**src/rtl/exu_iterative_divider_pkg.sv**
```systemverilog
// rtl/exu_iterative_divider_pkg.sv - shared constants, state encoding and helpers for the iterative divider
package exu_iterative_divider_pkg;

    localparam int XLEN   = 64;
    localparam int ITER_D = 64;
    localparam int ITER_W = 32;

    localparam logic [63:0] MOST_NEG_64 = 64'h8000_0000_0000_0000;
    localparam logic [31:0] MOST_NEG_32 = 32'h8000_0000;

    typedef enum logic [1:0] {
        ST_IDLE = 2'd0,
        ST_BUSY = 2'd1,
        ST_DONE = 2'd2
    } div_state_e;

    function automatic logic [XLEN-1:0] sext32(input logic [31:0] v);
        return {{(XLEN-32){v[31]}}, v};
    endfunction

endpackage

```
**src/rtl/exu_iterative_divider_div_restoring_step.sv**
```systemverilog
// rtl/exu_iterative_divider_div_restoring_step.sv - one combinational restoring shift/trial-subtract iteration
module div_restoring_step
    import exu_iterative_divider_pkg::*;
(
    input  logic [2*XLEN:0]   part_rem_i,
    input  logic [XLEN-1:0]   divisor_i,
    output logic [2*XLEN-1:0] part_rem_o,
    output logic              q_bit_o
);

    // part_rem_o is bits [2*XLEN:1] of the next partial remainder; q_bit_o is its bit 0.
    logic [XLEN+1:0] upper;
    logic [XLEN+1:0] trial;

    assign upper      = part_rem_i[2*XLEN:XLEN-1];
    assign trial      = upper - {2'b00, divisor_i};
    assign q_bit_o    = ~trial[XLEN+1];
    assign part_rem_o = q_bit_o ? {trial[XLEN:0], part_rem_i[XLEN-2:0]}
                                : part_rem_i[2*XLEN-1:0];

endmodule

```
**src/rtl/exu_iterative_divider.sv**
```systemverilog
// rtl/exu_iterative_divider.sv - RV64M iterative restoring divider (DIV/DIVU/REM/REMU and W forms)
// Optional build macro DIV_EARLY_OUT_EN: finish immediately when |dividend| < |divisor|.
module exu_iterative_divider
    import exu_iterative_divider_pkg::*;
(
    input  logic            clock,
    input  logic            reset,
    input  logic            io_div_valid,
    input  logic            io_flush,
    input  logic            io_divw,
    input  logic            io_div_signed,
    input  logic [XLEN-1:0] io_dividend,
    input  logic [XLEN-1:0] io_divisor,
    output logic            io_div_ready,
    output logic            io_out_valid,
    output logic [XLEN-1:0] io_quotient,
    output logic [XLEN-1:0] io_remainder
);

    localparam int PW = 2*XLEN + 1;

    div_state_e      state_q, state_d;
    logic [6:0]      count_q, count_d;
    logic [PW-1:0]   part_q, part_d;
    logic [XLEN-1:0] dvs_mag_q, dvs_mag_d;
    logic            divw_q, divw_d;
    logic            neg_quot_q, neg_quot_d;
    logic            neg_rem_q, neg_rem_d;
    logic [XLEN-1:0] quotient_q, quotient_d;
    logic [XLEN-1:0] remainder_q, remainder_d;

    logic [XLEN-1:0] dvd_eff, dvs_eff, dvd_mag, dvs_mag, dvd_res;
    logic            dvd_neg, dvs_neg, div_zero, overflow, early_out;

    logic [2*XLEN-1:0] step_hi;
    logic              step_qbit;
    logic [PW-1:0]     next_part;
    logic [XLEN-1:0]   q_raw, r_raw, q_fix, r_fix, q_final, r_final;
    logic [6:0]        last_count;

    div_restoring_step u_step (
        .part_rem_i (part_q),
        .divisor_i  (dvs_mag_q),
        .part_rem_o (step_hi),
        .q_bit_o    (step_qbit)
    );

    // Operand preparation on the request inputs, used only at accept.
    always_comb begin
        if (io_divw) begin
            dvd_eff = io_div_signed ? sext32(io_dividend[31:0]) : {32'b0, io_dividend[31:0]};
            dvs_eff = io_div_signed ? sext32(io_divisor[31:0])  : {32'b0, io_divisor[31:0]};
            dvd_res = sext32(io_dividend[31:0]);
        end else begin
            dvd_eff = io_dividend;
            dvs_eff = io_divisor;
            dvd_res = io_dividend;
        end
        dvd_neg  = io_div_signed & dvd_eff[XLEN-1];
        dvs_neg  = io_div_signed & dvs_eff[XLEN-1];
        dvd_mag  = dvd_neg ? -dvd_eff : dvd_eff;
        dvs_mag  = dvs_neg ? -dvs_eff : dvs_eff;
        div_zero = (dvs_eff == '0);
        if (io_divw)
            overflow = io_div_signed && (io_dividend[31:0] == MOST_NEG_32)
                       && (io_divisor[31:0] == 32'hFFFF_FFFF);
        else
            overflow = io_div_signed && (io_dividend == MOST_NEG_64)
                       && (io_divisor == {XLEN{1'b1}});
`ifdef DIV_EARLY_OUT_EN
        early_out = (dvd_mag < dvs_mag);
`else
        early_out = 1'b0;
`endif
    end

    // Sign/width correction of the iteration result as it completes.
    always_comb begin
        next_part  = {step_hi, step_qbit};
        q_raw      = divw_q ? {32'b0, next_part[31:0]} : next_part[XLEN-1:0];
        r_raw      = next_part[2*XLEN-1:XLEN];
        q_fix      = neg_quot_q ? -q_raw : q_raw;
        r_fix      = neg_rem_q  ? -r_raw : r_raw;
        q_final    = divw_q ? sext32(q_fix[31:0]) : q_fix;
        r_final    = divw_q ? sext32(r_fix[31:0]) : r_fix;
        last_count = divw_q ? 7'(ITER_W - 1) : 7'(ITER_D - 1);
    end

    always_comb begin
        state_d     = state_q;
        count_d     = count_q;
        part_d      = part_q;
        dvs_mag_d   = dvs_mag_q;
        divw_d      = divw_q;
        neg_quot_d  = neg_quot_q;
        neg_rem_d   = neg_rem_q;
        quotient_d  = quotient_q;
        remainder_d = remainder_q;

        case (state_q)
            ST_IDLE: begin
                if (io_div_valid) begin
                    divw_d     = io_divw;
                    neg_quot_d = dvd_neg ^ dvs_neg;
                    neg_rem_d  = dvd_neg;
                    dvs_mag_d  = dvs_mag;
                    count_d    = '0;
                    // W dividends start 32 bits higher so 32 shifts bring them fully into the upper half.
                    part_d     = io_divw ? {65'b0, dvd_mag[31:0], 32'b0} : {65'b0, dvd_mag};
                    if (div_zero) begin
                        quotient_d  = {XLEN{1'b1}};
                        remainder_d = dvd_res;
                        state_d     = ST_DONE;
                    end else if (overflow) begin
                        quotient_d  = dvd_res;
                        remainder_d = '0;
                        state_d     = ST_DONE;
                    end else if (early_out) begin
                        quotient_d  = '0;
                        remainder_d = dvd_res;
                        state_d     = ST_DONE;
                    end else begin
                        state_d = ST_BUSY;
                    end
                end
            end
            ST_BUSY: begin
                if (io_flush) begin
                    state_d = ST_IDLE;
                end else begin
                    part_d  = next_part;
                    count_d = count_q + 7'd1;
                    if (count_q == last_count) begin
                        quotient_d  = q_final;
                        remainder_d = r_final;
                        state_d     = ST_DONE;
                    end
                end
            end
            ST_DONE: state_d = ST_IDLE;
            default: state_d = ST_IDLE;
        endcase
    end

    always_ff @(posedge clock) begin
        if (reset) begin
            state_q     <= ST_IDLE;
            count_q     <= '0;
            part_q      <= '0;
            dvs_mag_q   <= '0;
            divw_q      <= 1'b0;
            neg_quot_q  <= 1'b0;
            neg_rem_q   <= 1'b0;
            quotient_q  <= '0;
            remainder_q <= '0;
        end else begin
            state_q     <= state_d;
            count_q     <= count_d;
            part_q      <= part_d;
            dvs_mag_q   <= dvs_mag_d;
            divw_q      <= divw_d;
            neg_quot_q  <= neg_quot_d;
            neg_rem_q   <= neg_rem_d;
            quotient_q  <= quotient_d;
            remainder_q <= remainder_d;
        end
    end

    assign io_div_ready = (state_q == ST_IDLE);
    assign io_out_valid = (state_q == ST_DONE);
    assign io_quotient  = quotient_q;
    assign io_remainder = remainder_q;

endmodule

```
**config.mk**
```make
export PLATFORM = sky130hd
export DESIGN_NAME = exu_iterative_divider
export DESIGN_NICKNAME = d
export VERILOG_FILES = /design/src/rtl/exu_iterative_divider_pkg.sv /design/src/rtl/exu_iterative_divider_div_restoring_step.sv /design/src/rtl/exu_iterative_divider.sv
export SDC_FILE = /design/constraint.sdc
export NUM_CORES = 1
export LEC_CHECK = 0
export ABC_AREA = 1
export BUFFER_PORTS_ARGS = -buffer_cell sky130_fd_sc_hd__buf_2
export CAP_MARGIN = 25
export CORE_ASPECT_RATIO = 1.75
export CORE_MARGIN = 2
export CORE_UTILIZATION = 44
export DETAILED_ROUTE_END_ITERATION = 10
export GPL_TIMING_DRIVEN = 1
export PLACE_DENSITY = 0.63
export SLEW_MARGIN = 30
export SYNTH_ARGS = -nofsm -noshare
export SYNTH_HDL_FRONTEND = slang
export SYNTH_SLANG_ARGS = --single-unit
```
**constraint.sdc**
```tcl
create_clock -name clock -period 6.1 [get_ports clock]
set_input_delay 1.22 -clock clock [delete_from_list [all_inputs] [get_ports clock]]
set_output_delay 1.22 -clock clock [all_outputs]
set_load 0.02 [all_outputs]
```
==> flow_summary.toml, run 1 <==
[routing]
drc = 0
wl_met3_um = 8282
drt-met1-wl_um = 46820
post_drt_wl_per_cell_um = 22.53
vias = 34570
drtPass1Iterations = 9
ant_nets = 0
drt-initial-drc-count = 2301
viasPerCell = 5.551
detailroute.wirelength.met2_um = 67290
routed.top_layer = "met5"
drt_wl_total_um = 140300

[floorplan]
die_w_um = 198.3
start_util_pct = 44.51
fp-row-count = 124
ios = 264
core_region_area_um2 = 65320
die_h_um = 344.0
dieArea_um2 = 68220

[pwr]
netSwitchingFraction_pct = 41.99
p_per_area_nw_per_um2 = 233.8
max-vdd-ir-drop_mv = 0.1686
p_int_w = 0.004391
pwr-share-clk_pct = 31.7
p_sw_w = 0.003178
pwr-share-comb_pct = 35.5
pwr-share-seq_pct = 32.8
p_leak_nw = 16.69
p_total_w = 0.007569

[finish]
fin_area_um2 = 32370
nets = 5514
drive_gt1_share_pct = 9.464
synthToLayoutAreaGrowth_pct = 11.36

[clock_network]
tritoncts = "built"
cts.sinks = 333
cts_hold_buf = 0
worst_skew_pair.late_latency_ns = 0.61
path_clk_slew_ns = 0.07
htreeDepth = 2
cts.path.max_buffers = 3
numCtsBuffers = 37
cts-root-buf = "clkbuf_16"

[sta]
worst_pin_slew_ns = 1.060
period_minus_slack_ns = 5.390
hold_violations = 0
hold_ws_ns = 0.4567
drv_slew = 0
rsz0062_at_grt = "false"
period_share_pct = 88.36
fin_skew_ns = 0.02849
fin_setup_tns_ns = 0
max_freq_mhz = 185.5
max_slew_margin_pct = 29.07
setup_viol = 0

[logic_synthesis]
seq_area_frac_synth_pct = 22.93
synth_edf_count = 0
synth_mux_area_share_pct = 0
synthFlopType = "dfxtp_1"
synth_top_family_by_area = "simple AND/OR/NAND/NOR gates"
netlist_area_um2 = 29070
yosysUniqueCellTypes = 63
avgSynthCellArea_um2 = 5.635
synthArstFlopShare_pct = 0
syn_nets = 5364
yosys_warnings = 0
ys_ff_latch = 333
synthXorXnorAreaFrac_pct = 3.250
synth_fa_ha_area_share_pct = 3.082
synth_compound_area_share_pct = 19.68
syn_inst = 5159
synth-simple-area-share_pct = 39.05

[setup_path]
worstPathArrival_ns = 5.85
cpMaxStageDelayCell = "ha_1"
r2r_start = "dvs_mag_q[34]"
critPathCaptureType = "flop"
startpoint = "dvs_mag_q[34]"
critical_path_class = "flop to flop"
cp_slowest_stage_delay_ns = 0.37
required_ns = 6.56
startpoint_type = "flop"
path_max_fanout = 5

[hold_path]
min_path_type = "flop to flop"
hp-start = "dvs_mag_q[40]"

[global_routing]
grt_overflow = 0
grt_pass1_wl_um = 202900
grt_max_degree = 129
grt_pass1_vias = 32920
antenna_found_initial = 9
globalRouteTotalUtil_pct = 40.45

[placement]
io_buffer_count = 263
placed_area_um2 = 31100
gp_congestion = 1.118
dp_hpwl_um = 113400

[run_status]
outcome = "complete, no violations"

[flow_run]
cap_violations = 0
==> power by group through the flow <==
stage               clock (W)  sequential (W)  combinational, W
finish                0.00240         0.00248           0.00269
global route          0.00249         0.00249           0.00291
CTS                   0.00243         0.00248           0.00261
detailed placement          0         0.00252           0.00260
global placement            0         0.00252           0.00260
floorplan                   0         0.00256           0.00157
==> critical path, delay by kind of cell (launching register included) <==
family | cells | cell delay (ns)
AO/OA/AOI/OAI | 3 | 0.28
adder cells (fa/ha/maj) | 2 | 0.55
flip-flops | 1 | 0.33
AND/OR/NAND/NOR | 21 | 3.61
buffers and inverters | 5 | 0.43
==> final timing paths <==
| kind | endpoint | slack (ns) | cells past startpoint |
|---|---|---|---|
| max | io_quotient[62] | 0.71 | 31 |
| min | dvs_mag_q[40] | 0.46 | 2 |
| max reg2reg | io_quotient[62] | 0.71 | 31 |
| min reg2reg | dvs_mag_q[40] | 0.46 | 2 |
==> repair_timing <==
item / 4_1_cts / 5_1_grt
gates resized for setup: 0 / 1
setup buffers: 0 / 0
endpoints found under the setup margin: 0 / 1
==> state kept, by name, summed over array words and instances (netlist names) <==
signal / flops
divw_q: 1
neg_quot_q: 1
io_remainder: 64
part_q: 129
neg_rem_q: 1
io_quotient: 64
dvs_mag_q: 64
state_q: 2
count_q: 7
==> routing by layer <==
metal	vias to the layer above	track usage (%)
met5	-	0
met4	2	43.23
met3	526	6.366
met2	1328	71.06
met1	15650	38.58
li1	17070	-
==> metrics by stage <==
step | utilization (%) | worst slack, ns | instances
2_1_floorplan | - | 1.676 | 5159
3_3_place_gp | 47.61 | 0.3345 | 6152
3_5_place_dp | 47.62 | 0.2697 | 6152
4_1_cts | 49.50 | 0.6082 | 6218
5_1_grt | 49.54 | 0.1540 | 6223
6_report | 49.56 | 0.7100 | 6228
==> Yosys cell counts (all sizes together), types with 4 or more instances <==
library cell / number / area [µm²]
a21o: 4 / 30.03
a21oi: 514 / 2595
a221oi: 5 / 43.79
a22oi: 11 / 82.58
a31oi: 45 / 287.8
and3: 5 / 31.28
buf: 71 / 439.2
clkbuf: 150 / 563.0
clkinv: 7 / 26.28
dfxtp: 333 / 6666
ha: 70 / 875.8
inv: 656 / 2462
nand2: 1558 / 5964
nand3: 320 / 1629
nand3b: 26 / 195.2
nand4: 66 / 412.9
nor2: 573 / 2198
nor3: 91 / 501.7
nor4: 33 / 221.5
o211ai: 30 / 225.2
o21a: 6 / 45.04
o21ai: 371 / 1872
o21bai: 9 / 67.56
o22ai: 38 / 237.7
o31ai: 8 / 60.06
o32ai: 7 / 61.31
or2: 21 / 131.4
or3: 4 / 25.02
xnor2: 27 / 236.5
xor2: 80 / 708.2
==> cells by family (layout without fill, tap and decap cells) <==
| family | Yosys count | after routing |
|---|---|---|
| adder cells (fa/ha/maj) | 71 | 71 |
| other | 0 | 10 |
| buffers and inverters | 884 | 1061 |
| flip-flops | 333 | 333 |
| XOR/XNOR | 107 | 107 |
| AND/OR/NAND/NOR | 2703 | 2703 |
| AO/OA/AOI/OAI | 1061 | 1061 |
==> cells in the final DEF (no fill, tap or decap), types with 6 or more instances in the layout <==
cell / instances
nand2_1: 1529
inv_1: 639
nor2_1: 554
a21oi_1: 508
o21ai_0: 349
dfxtp_1: 331
nand3_1: 316
buf_2: 262
nor3_1: 82
xor2_1: 79
ha_1: 70
buf_4: 67
nand4_1: 66
a31oi_1: 44
o22ai_1: 38
clkbuf_16: 37
nor4_1: 32
o211ai_1: 30
xnor2_1: 27
nand3b_1: 26
nand2_2: 20
or2_2: 20
o21ai_1: 18
inv_2: 15
nor2_2: 11
a22oi_1: 11
diode_2: 10
o21bai_1: 9
clkinv_2: 9
nand2_4: 8
nor2_4: 8
clkinv_1: 8
o31ai_1: 8
nor3_2: 8
o32ai_1: 7
o21a_1: 6
clkbuf_1: 6
==> layout make-up <==
| class | count | area, µm² |
|---|---|---|
| Clock buffer | 47 | 1003 |
| Tap cell | 882 | 1104 |
| Clock inverter | 19 | 230.2 |
| Inverter | 663 | 2491 |
| Multi-Input combinational cell | 3942 | 18980 |
| Sequential cell | 333 | 6669 |
| Fill cell | 7305 | 32950 |
| Antenna cell | 10 | 25.02 |
| Timing Repair Buffer | 332 | 1874 |
(Power assumes the default switching activity.)
==> inputs of run 2 (changes only) <==
- PLACE_DENSITY: 0.63 -> 0.65
- RECOVER_POWER: not set -> 100
- clock period: 6.1 -> 4.68 ns (I/O delays scaled with it)
==> run 2 against run 1 <==
  * The run now ends with capacitance limit, slew limit left
  * Clock-buffer cell count up 1
  * Clock skew down 0.0090 ns
  * Clock power up 24%
  * Global-route usage up 1.9 points
  * Worst setup slack worse by 0.56 ns
  * Sequential share of layout area down 2.3 points
  * Critical endpoint is now io_remainder[63]
  * Combinational power up 49%
  * Via count up 6.5%
  * Utilization up 6.2 points
  * First-iteration DRC count up 7.0%
  * Sequential cell count unchanged
==> flow_summary.toml, run 2 (synthesis gave the netlist of run 1 again) <==
[run_status]
outcome = "complete, but fails checks"
violations = "capacitance limit, slew limit"

[floorplan]
die_h_um = 344.0
fp-row-count = 124
ios = 264
core_region_area_um2 = 65320
start_util_pct = 44.51
die_w_um = 198.3
dieArea_um2 = 68220

[setup_path]
r2r_setup_slack_ns = 0.15
cpMostUsedCell = "nand2_1"
startpoint_type = "flop"
cp_slowest_stage_delay_ns = 0.56
critical_path_class = "flop to flop"
path_buf_inv = 4
critPathTopFamily = "simple AND/OR/NAND/NOR gates"
r2r_cells = 26
cpMaxStageDelayCell = "nor2_1"
critPathCaptureType = "flop"
worstPathArrival_ns = 5.06
r2r_end = "io_remainder[63]"
path_max_fanout = 3
required_ns = 5.21
r2r_start = "dvs_mag_q[42]"

[clock_network]
cts.sinks = 333
worst_skew_pair.late_latency_ns = 0.60
cts-root-buf = "clkbuf_16"
htreeDepth = 2
tritoncts = "built"
cts.path.max_buffers = 3
path_clk_slew_ns = 0.07
numCtsBuffers = 36

[global_routing]
grt_pass1_wl_um = 213600
antenna_found_initial = 7
globalRouteTotalUtil_pct = 42.40
grt_overflow = 0
grt_pass1_vias = 35710
grt_max_degree = 72

[routing]
drt_wl_total_um = 146500
viasPerCell = 5.493
drc = 0
ant_nets = 0
drt-initial-drc-count = 2463
vias = 36810
post_drt_wl_per_cell_um = 21.86
drtPass1Iterations = 7

[sta]
setup_viol = 0
period_minus_slack_ns = 4.529
fin_skew_ns = 0.01948
rsz0062_at_grt = "true"
worst_pin_slew_ns = 2.520
postLayoutSetupSlackWorst_ns = 0.1510
hold_violations = 0
max_slew_margin_pct = -67.97
drv_slew = 166
max_freq_mhz = 220.8
period_share_pct = 96.77

[placement]
dp_hpwl_um = 119400
io_buffer_count = 263
placed_area_um2 = 34760
place_ws_ns = -0.2665
gp_congestion = 1.155

[pwr]
p_per_area_nw_per_um2 = 280.2
max-vdd-ir-drop_mv = 0.2340
p_total_w = 0.01021
p_leak_nw = 18.50

[finish]
synthToLayoutAreaGrowth_pct = 25.31
nets = 5993
layout_common_cells = "1507 x nand2_1, 636 x inv_1, 547 x nor2_1"
largest-register = "part_q"
largest_reg_flops = 129
fin_area_um2 = 36430
drive_gt1_share_pct = 16.00
layout_commonest_cell = "nand2_1"

[flow_run]
cap_violations = 5

[hold_path]
hp-start = "dvs_mag_q[40]"
min_path_cells = 2
hold_end = "dvs_mag_q[40]"
min_path_type = "flop to flop"
-- run 2: where the power goes --
| group | internal [W] | switching, W | leakage, nW |
|---|---|---|---|
| clock | 0.00161 | 0.00136 | 0.557 |
| combinational | 0.00129 | 0.00271 | 15.2 |
| sequential | 0.00305 | 0.000189 | 2.72 |
| total | 0.00595 | 0.00426 | 18.5 |
-- run 2: metrics by stage --
stage / TNS (ns) / hold slack, ns / std cells / utilization [%]
2_1_floorplan: 0 / 0.4175 / 5159 / -
3_3_place_gp: -3.154 / 0.4336 / 6621 / 53.21
3_5_place_dp: -4.571 / 0.4392 / 6621 / 53.22
4_1_cts: 0 / 0.4551 / 6685 / 55.03
5_1_grt: -0.8343 / 0.4732 / 6696 / 55.75
6_report: 0 / 0.4546 / 6702 / 55.77
-- run 2: cell type report --
type                            instances  area, µm²
Antenna cell                            7      17.52
Clock buffer                           48       1027
Clock inverter                         15      123.9
Fill cell                            7045      28890
Inverter                              663       2496
Multi-Input combinational cell       3942      19600
Sequential cell                       333       6675
Tap cell                              882       1104
Timing Repair Buffer                  812       5385
-- run 2: worst max-delay path by stage --
stage	start	end	slack [ns]	cells after the start
after floorplan	dvs_mag_q[42]	io_quotient[56]	0.26	35
after global placement	dvs_mag_q[58]	io_quotient[60]	-0.18	29
after detailed placement	dvs_mag_q[34]	io_quotient[60]	-0.27	33
after CTS	dvs_mag_q[52]	io_quotient[58]	0.05	34
after global routing	dvs_mag_q[5]	io_remainder[54]	-0.07	30
final	dvs_mag_q[42]	io_remainder[63]	0.15	26
-- run 2: metal layers --
| metal | part of all wire (%) | wire length [µm] | global-route usage, % |
|---|---|---|---|
| met2 | 48 | 70440 | 74.36 |
| met3 | 6.5 | 9587 | 8.429 |
| met1 | 33 | 48660 | 40.44 |
| met5 | 0.028 | 41 | 0 |
| met4 | 12 | 17770 | 42.72 |
-- run 2: timing repair --
item                                    CTS  global route
endpoints found under the setup margin   13            50
pin swaps                                 3            18
gates resized for setup                   7           116
hold buffers                              0             0
buffers inserted                          1            10
-- run 2: worst reg2reg max path, stage by stage, from the launching register on --
cell and delay [ns]:
dfxtp_1 0.33, inv_1 0.04, ha_1 0.29, buf_4 0.11, nand2_1 0.07, buf_4 0.13
nor2_1 0.23, nand2_1 0.25, nor2_1 0.56, nand3_1 0.51, nand3_1 0.22, nand2_1 0.13
nand2_1 0.10, nand2_1 0.07, inv_1 0.11, nand2_1 0.07, nor2_1 0.19, nand2_1 0.09
nor2_1 0.08, nand2_1 0.06, nand2_1 0.07, nand2_1 0.05, nand2_1 0.06, nand3_1 0.19
nand2_1 0.14, nand2_1 0.15, a21oi_1 0.17
